**src/rtl/udma_pkg.sv**
```systemverilog
// rtl/udma_pkg.sv - shared constants, types and helpers for the uDMA linear channels
package udma_pkg;

  localparam int L2_AWIDTH_NOAL = 19;
  localparam int TRANS_SIZE     = 20;

  localparam logic [1:0] DS_BYTE = 2'd0;
  localparam logic [1:0] DS_HALF = 2'd1;
  localparam logic [1:0] DS_WORD = 2'd2;

  typedef enum logic [1:0] {
    ST_IDLE = 2'd0,
    ST_REQ  = 2'd1,
    ST_RSP  = 2'd2,
    ST_OUT  = 2'd3
  } tx_state_t;

  // Bytes consumed by one item; encodings 2 and 3 both mean a word.
  function automatic logic [2:0] item_bytes(input logic [1:0] ds);
    logic [2:0] n;
    case (ds)
      DS_BYTE: n = 3'd1;
      DS_HALF: n = 3'd2;
      default: n = 3'd4;
    endcase
    return n;
  endfunction

  // Right-align the addressed bytes of an L2 word and zero the unused upper bits.
  function automatic logic [31:0] align_item(input logic [31:0] word,
                                             input logic [1:0]  off,
                                             input logic [1:0]  ds);
    logic [31:0] sh;
    logic [31:0] res;
    sh = word >> {off, 3'b000};
    case (ds)
      DS_BYTE: res = {24'h0, sh[7:0]};
      DS_HALF: res = {16'h0, sh[15:0]};
      default: res = sh;
    endcase
    return res;
  endfunction

endpackage

```
**src/rtl/udma_lin_addrgen.sv**
```systemverilog
// rtl/udma_lin_addrgen.sv - descriptor, pending slot and address/bytes-left bookkeeping
module udma_lin_addrgen #(
  parameter int L2_AWIDTH_NOAL = udma_pkg::L2_AWIDTH_NOAL,
  parameter int TRANS_SIZE     = udma_pkg::TRANS_SIZE
) (
  input  logic                      clk_i,
  input  logic                      rstn_i,
  input  logic [L2_AWIDTH_NOAL-1:0] cfg_startaddr_i,
  input  logic [TRANS_SIZE-1:0]     cfg_size_i,
  input  logic                      cfg_continuous_i,
  input  logic                      cfg_en_i,
  input  logic                      cfg_clr_i,
  input  logic                      advance_i,
  input  logic [1:0]                datasize_i,
  output logic                      en_o,
  output logic                      pending_o,
  output logic [L2_AWIDTH_NOAL-1:0] curr_addr_o,
  output logic [TRANS_SIZE-1:0]     bytes_left_o,
  output logic                      eot_o
);

  import udma_pkg::*;

  logic [L2_AWIDTH_NOAL-1:0] curr_addr;
  logic [L2_AWIDTH_NOAL-1:0] pend_addr;
  logic [TRANS_SIZE-1:0]     bytes_left;
  logic [TRANS_SIZE-1:0]     pend_size;
  logic                      en;
  logic                      pending;
  logic                      eot;

  logic [2:0]                step;
  logic [L2_AWIDTH_NOAL-1:0] next_addr;
  logic [TRANS_SIZE-1:0]     next_left;
  logic                      start_ok;
  logic                      last_item;

  // Next address wraps naturally at the address width; bytes left saturates at zero.
  always_comb begin
    step      = item_bytes(datasize_i);
    next_addr = curr_addr + L2_AWIDTH_NOAL'(step);
    next_left = (bytes_left > TRANS_SIZE'(step)) ? (bytes_left - TRANS_SIZE'(step)) : '0;
    start_ok  = cfg_en_i && (cfg_size_i != '0);
    last_item = (next_left == '0);
  end

  // Descriptor state: clear wins, then grant-driven advance/reload, then new starts.
  always_ff @(posedge clk_i or negedge rstn_i) begin
    if (!rstn_i) begin
      curr_addr  <= '0;
      bytes_left <= '0;
      pend_addr  <= '0;
      pend_size  <= '0;
      en         <= 1'b0;
      pending    <= 1'b0;
      eot        <= 1'b0;
    end else begin
      eot <= 1'b0;
      if (cfg_clr_i) begin
        en         <= 1'b0;
        pending    <= 1'b0;
        bytes_left <= '0;
        curr_addr  <= '0;
      end else if (advance_i && en) begin
        if (last_item) begin
          eot <= 1'b1;
          if (pending) begin
            curr_addr  <= pend_addr;
            bytes_left <= pend_size;
            pending    <= 1'b0;
            if (start_ok) begin
              // A start arriving on the very reload cycle refills the slot.
              pend_addr <= cfg_startaddr_i;
              pend_size <= cfg_size_i;
              pending   <= 1'b1;
            end
          end else if (start_ok || cfg_continuous_i) begin
            // A start landing on the final grant is taken directly rather than queued.
            curr_addr  <= cfg_startaddr_i;
            bytes_left <= cfg_size_i;
          end else begin
            en         <= 1'b0;
            curr_addr  <= next_addr;
            bytes_left <= '0;
          end
        end else begin
          curr_addr  <= next_addr;
          bytes_left <= next_left;
          if (start_ok) begin
            pend_addr <= cfg_startaddr_i;
            pend_size <= cfg_size_i;
            pending   <= 1'b1;
          end
        end
      end else if (start_ok) begin
        if (en) begin
          pend_addr <= cfg_startaddr_i;
          pend_size <= cfg_size_i;
          pending   <= 1'b1;
        end else begin
          curr_addr  <= cfg_startaddr_i;
          bytes_left <= cfg_size_i;
          en         <= 1'b1;
        end
      end
    end
  end

  assign en_o         = en;
  assign pending_o    = pending;
  assign curr_addr_o  = curr_addr;
  assign bytes_left_o = bytes_left;
  assign eot_o        = eot;

endmodule

```
**src/rtl/udma_lin_tx_chan.sv**
```systemverilog
// rtl/udma_lin_tx_chan.sv - uDMA linear TX channel: peripheral responder and L2 read engine
module udma_lin_tx_chan #(
  parameter int L2_AWIDTH_NOAL = udma_pkg::L2_AWIDTH_NOAL,
  parameter int TRANS_SIZE     = udma_pkg::TRANS_SIZE
) (
  input  logic                      sys_clk_i,
  input  logic                      rstn_i,
  input  logic [L2_AWIDTH_NOAL-1:0] cfg_startaddr_i,
  input  logic [TRANS_SIZE-1:0]     cfg_size_i,
  input  logic                      cfg_continuous_i,
  input  logic                      cfg_en_i,
  input  logic                      cfg_clr_i,
  output logic                      cfg_en_o,
  output logic                      cfg_pending_o,
  output logic [L2_AWIDTH_NOAL-1:0] cfg_curr_addr_o,
  output logic [TRANS_SIZE-1:0]     cfg_bytes_left_o,
  input  logic                      data_tx_req_i,
  output logic                      data_tx_gnt_o,
  input  logic [1:0]                data_tx_datasize_i,
  output logic [31:0]               data_tx_o,
  output logic                      data_tx_valid_o,
  input  logic                      data_tx_ready_i,
  output logic                      l2_req_o,
  input  logic                      l2_gnt_i,
  output logic [31:0]               l2_addr_o,
  input  logic                      l2_rvalid_i,
  input  logic [31:0]               l2_rdata_i,
  output logic                      evt_eot_o
);

  import udma_pkg::*;

  tx_state_t   state;
  logic        drain;
  logic [1:0]  lat_ds;
  logic [1:0]  lat_off;
  logic [31:0] data_q;
  logic        valid_q;
  logic        l2_req;
  logic        tx_gnt;
  logic [31:0] aligned;

  udma_lin_addrgen #(
    .L2_AWIDTH_NOAL (L2_AWIDTH_NOAL),
    .TRANS_SIZE     (TRANS_SIZE)
  ) u_addrgen (
    .clk_i            (sys_clk_i),
    .rstn_i           (rstn_i),
    .cfg_startaddr_i  (cfg_startaddr_i),
    .cfg_size_i       (cfg_size_i),
    .cfg_continuous_i (cfg_continuous_i),
    .cfg_en_i         (cfg_en_i),
    .cfg_clr_i        (cfg_clr_i),
    .advance_i        (tx_gnt),
    .datasize_i       (data_tx_datasize_i),
    .en_o             (cfg_en_o),
    .pending_o        (cfg_pending_o),
    .curr_addr_o      (cfg_curr_addr_o),
    .bytes_left_o     (cfg_bytes_left_o),
    .eot_o            (evt_eot_o)
  );

  // The L2 request follows the peripheral request combinationally so the grant can pass straight back.
  always_comb begin
    l2_req  = (state == ST_REQ) && data_tx_req_i && cfg_en_o && !cfg_clr_i;
    tx_gnt  = l2_req && l2_gnt_i;
    aligned = align_item(l2_rdata_i, lat_off, lat_ds);
  end

  // Channel FSM: one L2 read in flight, data held in OUT until the peripheral takes it.
  always_ff @(posedge sys_clk_i or negedge rstn_i) begin
    if (!rstn_i) begin
      state   <= ST_IDLE;
      drain   <= 1'b0;
      lat_ds  <= 2'd0;
      lat_off <= 2'd0;
      data_q  <= '0;
      valid_q <= 1'b0;
    end else begin
      case (state)
        ST_IDLE: begin
          if (!cfg_clr_i && (cfg_en_o || (cfg_en_i && (cfg_size_i != '0)))) begin
            state <= ST_REQ;
          end
        end
        ST_REQ: begin
          if (cfg_clr_i) begin
            state <= ST_IDLE;
          end else if (tx_gnt) begin
            lat_ds  <= data_tx_datasize_i;
            lat_off <= cfg_curr_addr_o[1:0];
            state   <= ST_RSP;
          end
        end
        ST_RSP: begin
          // A clear cannot cancel the L2 read, so remember to swallow its response.
          if (cfg_clr_i) begin
            drain <= 1'b1;
          end
          if (l2_rvalid_i) begin
            if (drain || cfg_clr_i) begin
              drain <= 1'b0;
              state <= ST_IDLE;
            end else begin
              data_q  <= aligned;
              valid_q <= 1'b1;
              state   <= ST_OUT;
            end
          end
        end
        ST_OUT: begin
          if (cfg_clr_i) begin
            valid_q <= 1'b0;
            state   <= ST_IDLE;
          end else if (data_tx_ready_i) begin
            valid_q <= 1'b0;
            state   <= cfg_en_o ? ST_REQ : ST_IDLE;
          end
        end
        default: state <= ST_IDLE;
      endcase
    end
  end

  assign data_tx_gnt_o   = tx_gnt;
  assign data_tx_o       = data_q;
  assign data_tx_valid_o = valid_q;
  assign l2_req_o        = l2_req;
  assign l2_addr_o       = 32'({cfg_curr_addr_o[L2_AWIDTH_NOAL-1:2], 2'b00});

endmodule

```
**config.mk**
```make
export PLATFORM = sky130hd
export DESIGN_NAME = udma_lin_tx_chan
export DESIGN_NICKNAME = d
export VERILOG_FILES = /design/src/rtl/udma_pkg.sv /design/src/rtl/udma_lin_addrgen.sv /design/src/rtl/udma_lin_tx_chan.sv
export SDC_FILE = /design/constraint.sdc
export NUM_CORES = 1
export LEC_CHECK = 0
export CORE_UTILIZATION = 46
export DETAILED_ROUTE_END_ITERATION = 7
export PLACE_DENSITY = 0.77
export SETUP_SLACK_MARGIN = 0.05
export SLEW_MARGIN = 25
export SYNTH_ARGS = -nofsm -noshare
export SYNTH_HDL_FRONTEND = slang
export SYNTH_SLANG_ARGS = --single-unit
```
**constraint.sdc**
```tcl
create_clock -name sys_clk_i -period 9.9 [get_ports sys_clk_i]
set_input_delay 0.99 -clock sys_clk_i [delete_from_list [all_inputs] [get_ports sys_clk_i]]
set_output_delay 0.99 -clock sys_clk_i [all_outputs]
set_load 0.05 [all_outputs]
```
==> results.py <==
metrics = {
    "status": {
        "outcome": "finished clean",
    },
    "cells_and_area": {
        "layout.nets": 1063,
        "stdcell_count": 1197,
        "antennaDiodeCount": 0,
        "drive_above_1_share_pct": 9.17,
        "syn_to_final_growth_pct": 30.0,
        "fillCellCount": 1361,
        "utilization_pct": 61.5,
    },
    "timing": {
        "fin_tns_setup_ns": 0,
        "skew_ns": 0.0102,
        "setup_viol": 0,
        "maxSlewHeadroom_pct": 26.1,
        "hold_violations": 0,
        "post-route-period-util_pct": 57.4,
        "max_freq_mhz": 176,
        "worstMarginPinSlew_ns": 1.11,
        "rsz0062_at_grt": "false",
        "min_period_ns": 5.69,
        "report.final.slew_viol_count": 0,
    },
    "place": {
        "post-place-cells": 1169,
        "dpl.hpwl_um": 17500,
        "finalWeightedCongestion": 0.905,
        "portBuffers": 175,
    },
    "drt": {
        "first_pass_iters": 6,
        "drt_iter0_drc": 734,
        "detail_route.wl_per_cell_um": 20.6,
        "route.vias.total": 7287,
        "antenna_left": 0,
        "via_per_inst": 6.09,
        "drc_errors": 0,
        "routed_wl_um": 24600,
    },
    "die": {
        "std_cell_rows": 46,
        "io_pins": 191,
        "die_area_um2": 16900,
        "die_w_um": 130,
        "initial_core_util_pct": 47.3,
        "die_y_um": 130,
        "core-area_um2": 15900,
    },
    "setup_path": {
        "critPathLaunch": "data_tx_datasize_i[1]",
        "path_class": "input port to register",
        "end_kind": "register",
        "crit_arrival_ns": 5.99,
        "cp-start-kind": "input port",
        "r2r_end": "u_addrgen.pend_size[8]$_DFFE_PN0P_",
        "reg2reg_slack_ns": 4.92,
        "endpoint": "u_addrgen.pend_size[8]$_DFFE_PN0P_",
        "r2r-start": "u_addrgen.bytes_left_o[2]$_DFFE_PN0P_",
        "cp.required_ns": 10.21,
        "ff2ff_path_depth": 13,
        "critPathMaxFanout": 26,
    },
    "power": {
        "combPwrFrac_pct": 30.3,
        "p_int_mw": 1.14,
        "vdd_drop_max_mv": 0.141,
        "swShare_pct": 35.5,
        "pwr-share-seq_pct": 36.8,
        "p_switching_mw": 0.628,
        "clockPowerShare_pct": 32.9,
        "leakage_nw": 3.93,
        "powerDensity_nw_per_um2": 181,
    },
    "clocking": {
        "insertion_delay_ns": 0.42,
        "cts_buffer_depth": 2,
        "root_buffer": "clkbuf_16",
        "post_cts_buffers": 0,
        "path_clk_slew_ns": 0.05,
        "cts.sinks": 121,
        "cts_tree": "built",
        "hold_buffers": 0,
        "cts_buffers": 17,
        "h-tree-depth": 4,
        "cts-resized-gates": 0,
    },
    "synthesis": {
        "synth_cells": 832,
        "synth-xor-area-share_pct": 1.86,
        "synth_seq_cells": 121,
        "synth_edf_count": 0,
        "async_reset_ff_share_pct": 100,
        "synthSimpleGateAreaFrac_pct": 17.4,
        "synthMuxAreaShare_pct": 10.1,
        "seq_area_frac_synth_pct": 40.2,
        "synth_ff_type": "dfrtp_1",
        "syn_area_um2": 7540,
        "synth_cell_types": 69,
        "synth_top_family_by_area": "compound AO/OA/AOI/OAI gates",
        "synthAdderAreaFrac_pct": 1.53,
        "avgSynthCellArea_um2": 9.06,
        "ys_warn_count": 0,
        "synth_compound_area_share_pct": 22.1,
    },
    "global_routing": {
        "grt_max_degree": 66,
        "track_usage_pct": 29.4,
        "antenna_found_initial": 0,
        "grt_pass1_vias": 6791,
        "grt_first_pass_wirelength_um": 37400,
        "gr-total-overflow": 0,
    },
    "flow_run": {
        "cap_violations": 0,
    },
    "hold_path": {
        "min_path_type": "register to register",
    },
}
## area by class of cell
type / count / area, um2 / area share, %
repair buffers: 190 / 1870 / 19.0
well taps: 216 / 270 / 2.76
clock buffers: 22 / 454 / 4.63
multi-input cells: 629 / 4060 / 41.4
clock inverters: 5 / 75.1 / 0.766
flip-flops and latches: 121 / 3030 / 30.9
inverters: 14 / 52.6 / 0.536
## sequential cells by signal, indices dropped and copies added (netlist names)
name and cells:
u_addrgen.en_o 1, u_addrgen.bytes_left_o 20, u_addrgen.eot_o 1, u_addrgen.curr_addr_o 19, u_addrgen.pend_addr 19, lat_off 2, u_addrgen.pend_size 20, data_tx_valid_o 1
u_addrgen.pending_o 1, data_tx_o 32, drain 1, lat_ds 2, state 2
## Yosys cell counts, types with 13 or more instances
cell,n,area share [%]
clkbuf_1,35,1.7
nor2_1,60,3.0
buf_4,34,3.4
o21ai_0,63,4.2
o31ai_1,21,2.1
dfrtp_1,121,40
a21oi_1,46,3.1
mux2i_1,22,2.9
nand2_1,117,5.8
nand3_1,16,1.1
a211oi_1,20,2.0
mux2_2,38,5.7
o211ai_1,15,1.5
inv_1,13,0.65
## worst max-delay path, cell delays in order
cell and delay (ns):
clkdlybuf4s50_1 0.54, inv_1 0.10, ha_1 0.37, a211oi_1 0.40
nand2_1 0.25, or4_1 0.54, nand4_1 0.15, nor4_2 0.06
buf_4 0.22, o21ai_4 0.43, inv_2 0.24, a2111oi_4 0.66
buf_6 0.24, buf_4 0.36, mux2_2 0.39
## layer usage
layer / GRT usage, % / vias to the layer above / wire (um)
met5: 0 / - / 0
met4: 8.14 / 0 / 446
met3: 7.09 / 41 / 2450
met2: 48.9 / 459 / 11700
met1: 38.0 / 3483 / 9980
li1: - / 3304 / -
## cells in the final DEF, fill, tap and decap left out, types with 9 or more instances in the layout
master	n
nand2_1	117
conb_1	15
nand4_1	9
mux2i_1	22
xnor2_1	9
nor3_1	9
clkbuf_16	17
inv_1	13
mux2_1	10
a21oi_1	46
clkdlybuf4s50_1	174
mux2_2	38
nand3_1	15
nor4_1	9
and3_1	9
a22o_1	11
a211oi_1	20
o31ai_1	21
nor2b_1	12
nor2_1	60
dfrtp_1	121
o21ai_0	63
o211ai_1	15
buf_4	15
## metrics by stage
step / power, mW / hold WS, ns / instance area (um2) / worst slack [ns]
2_1_floorplan: 1.00 / 0.447 / 7590 / 5.79
3_3_place_gp: 1.18 / 0.461 / 9260 / 3.67
3_5_place_dp: 1.19 / 0.468 / 9260 / 3.62
4_1_cts: 1.77 / 0.481 / 9790 / 3.98
5_1_grt: 1.85 / 0.508 / 9800 / 3.95
6_report: 1.77 / 0.479 / 9800 / 4.21
## power groups by stage
| stage | sequential, mW | combinational (mW) | clock, mW |
|---|---|---|---|
| 2_1_floorplan | 0.739 | 0.261 | 0 |
| 3_3_place_gp | 0.654 | 0.526 | 0 |
| 3_5_place_dp | 0.656 | 0.532 | 0 |
| 4_1_cts | 0.649 | 0.534 | 0.587 |
| 5_1_grt | 0.661 | 0.573 | 0.612 |
| 6_report | 0.651 | 0.537 | 0.582 |
## how the worst min path moves through the flow
| stage | start | endpoint | slack (ns) | cells past startpoint |
|---|---|---|---|---|
| floorplan | lat_ds[0]$_DFFE_PN0P_ | lat_ds[0]$_DFFE_PN0P_ | 0.45 | 2 |
| global placement | data_tx_o[21]$_DFFE_PN0P_ | data_tx_o[21]$_DFFE_PN0P_ | 0.46 | 2 |
| detailed placement | data_tx_o[22]$_DFFE_PN0P_ | data_tx_o[22]$_DFFE_PN0P_ | 0.47 | 2 |
| CTS | lat_ds[0]$_DFFE_PN0P_ | lat_ds[0]$_DFFE_PN0P_ | 0.48 | 2 |
| global route | data_tx_o[25]$_DFFE_PN0P_ | data_tx_o[25]$_DFFE_PN0P_ | 0.51 | 2 |
| finish | data_tx_o[25]$_DFFE_PN0P_ | data_tx_o[25]$_DFFE_PN0P_ | 0.48 | 2 |
## cells by family after synthesis
group	Yosys count
muxes	70
buffers and inverters	96
and+or+nand+nor	276
other	1
DFF	121
AOI/OAI and AO/OA	244
xor gates and xnor gates	16
adders and majority gates	8
Power figures use the tool's default switching activity.
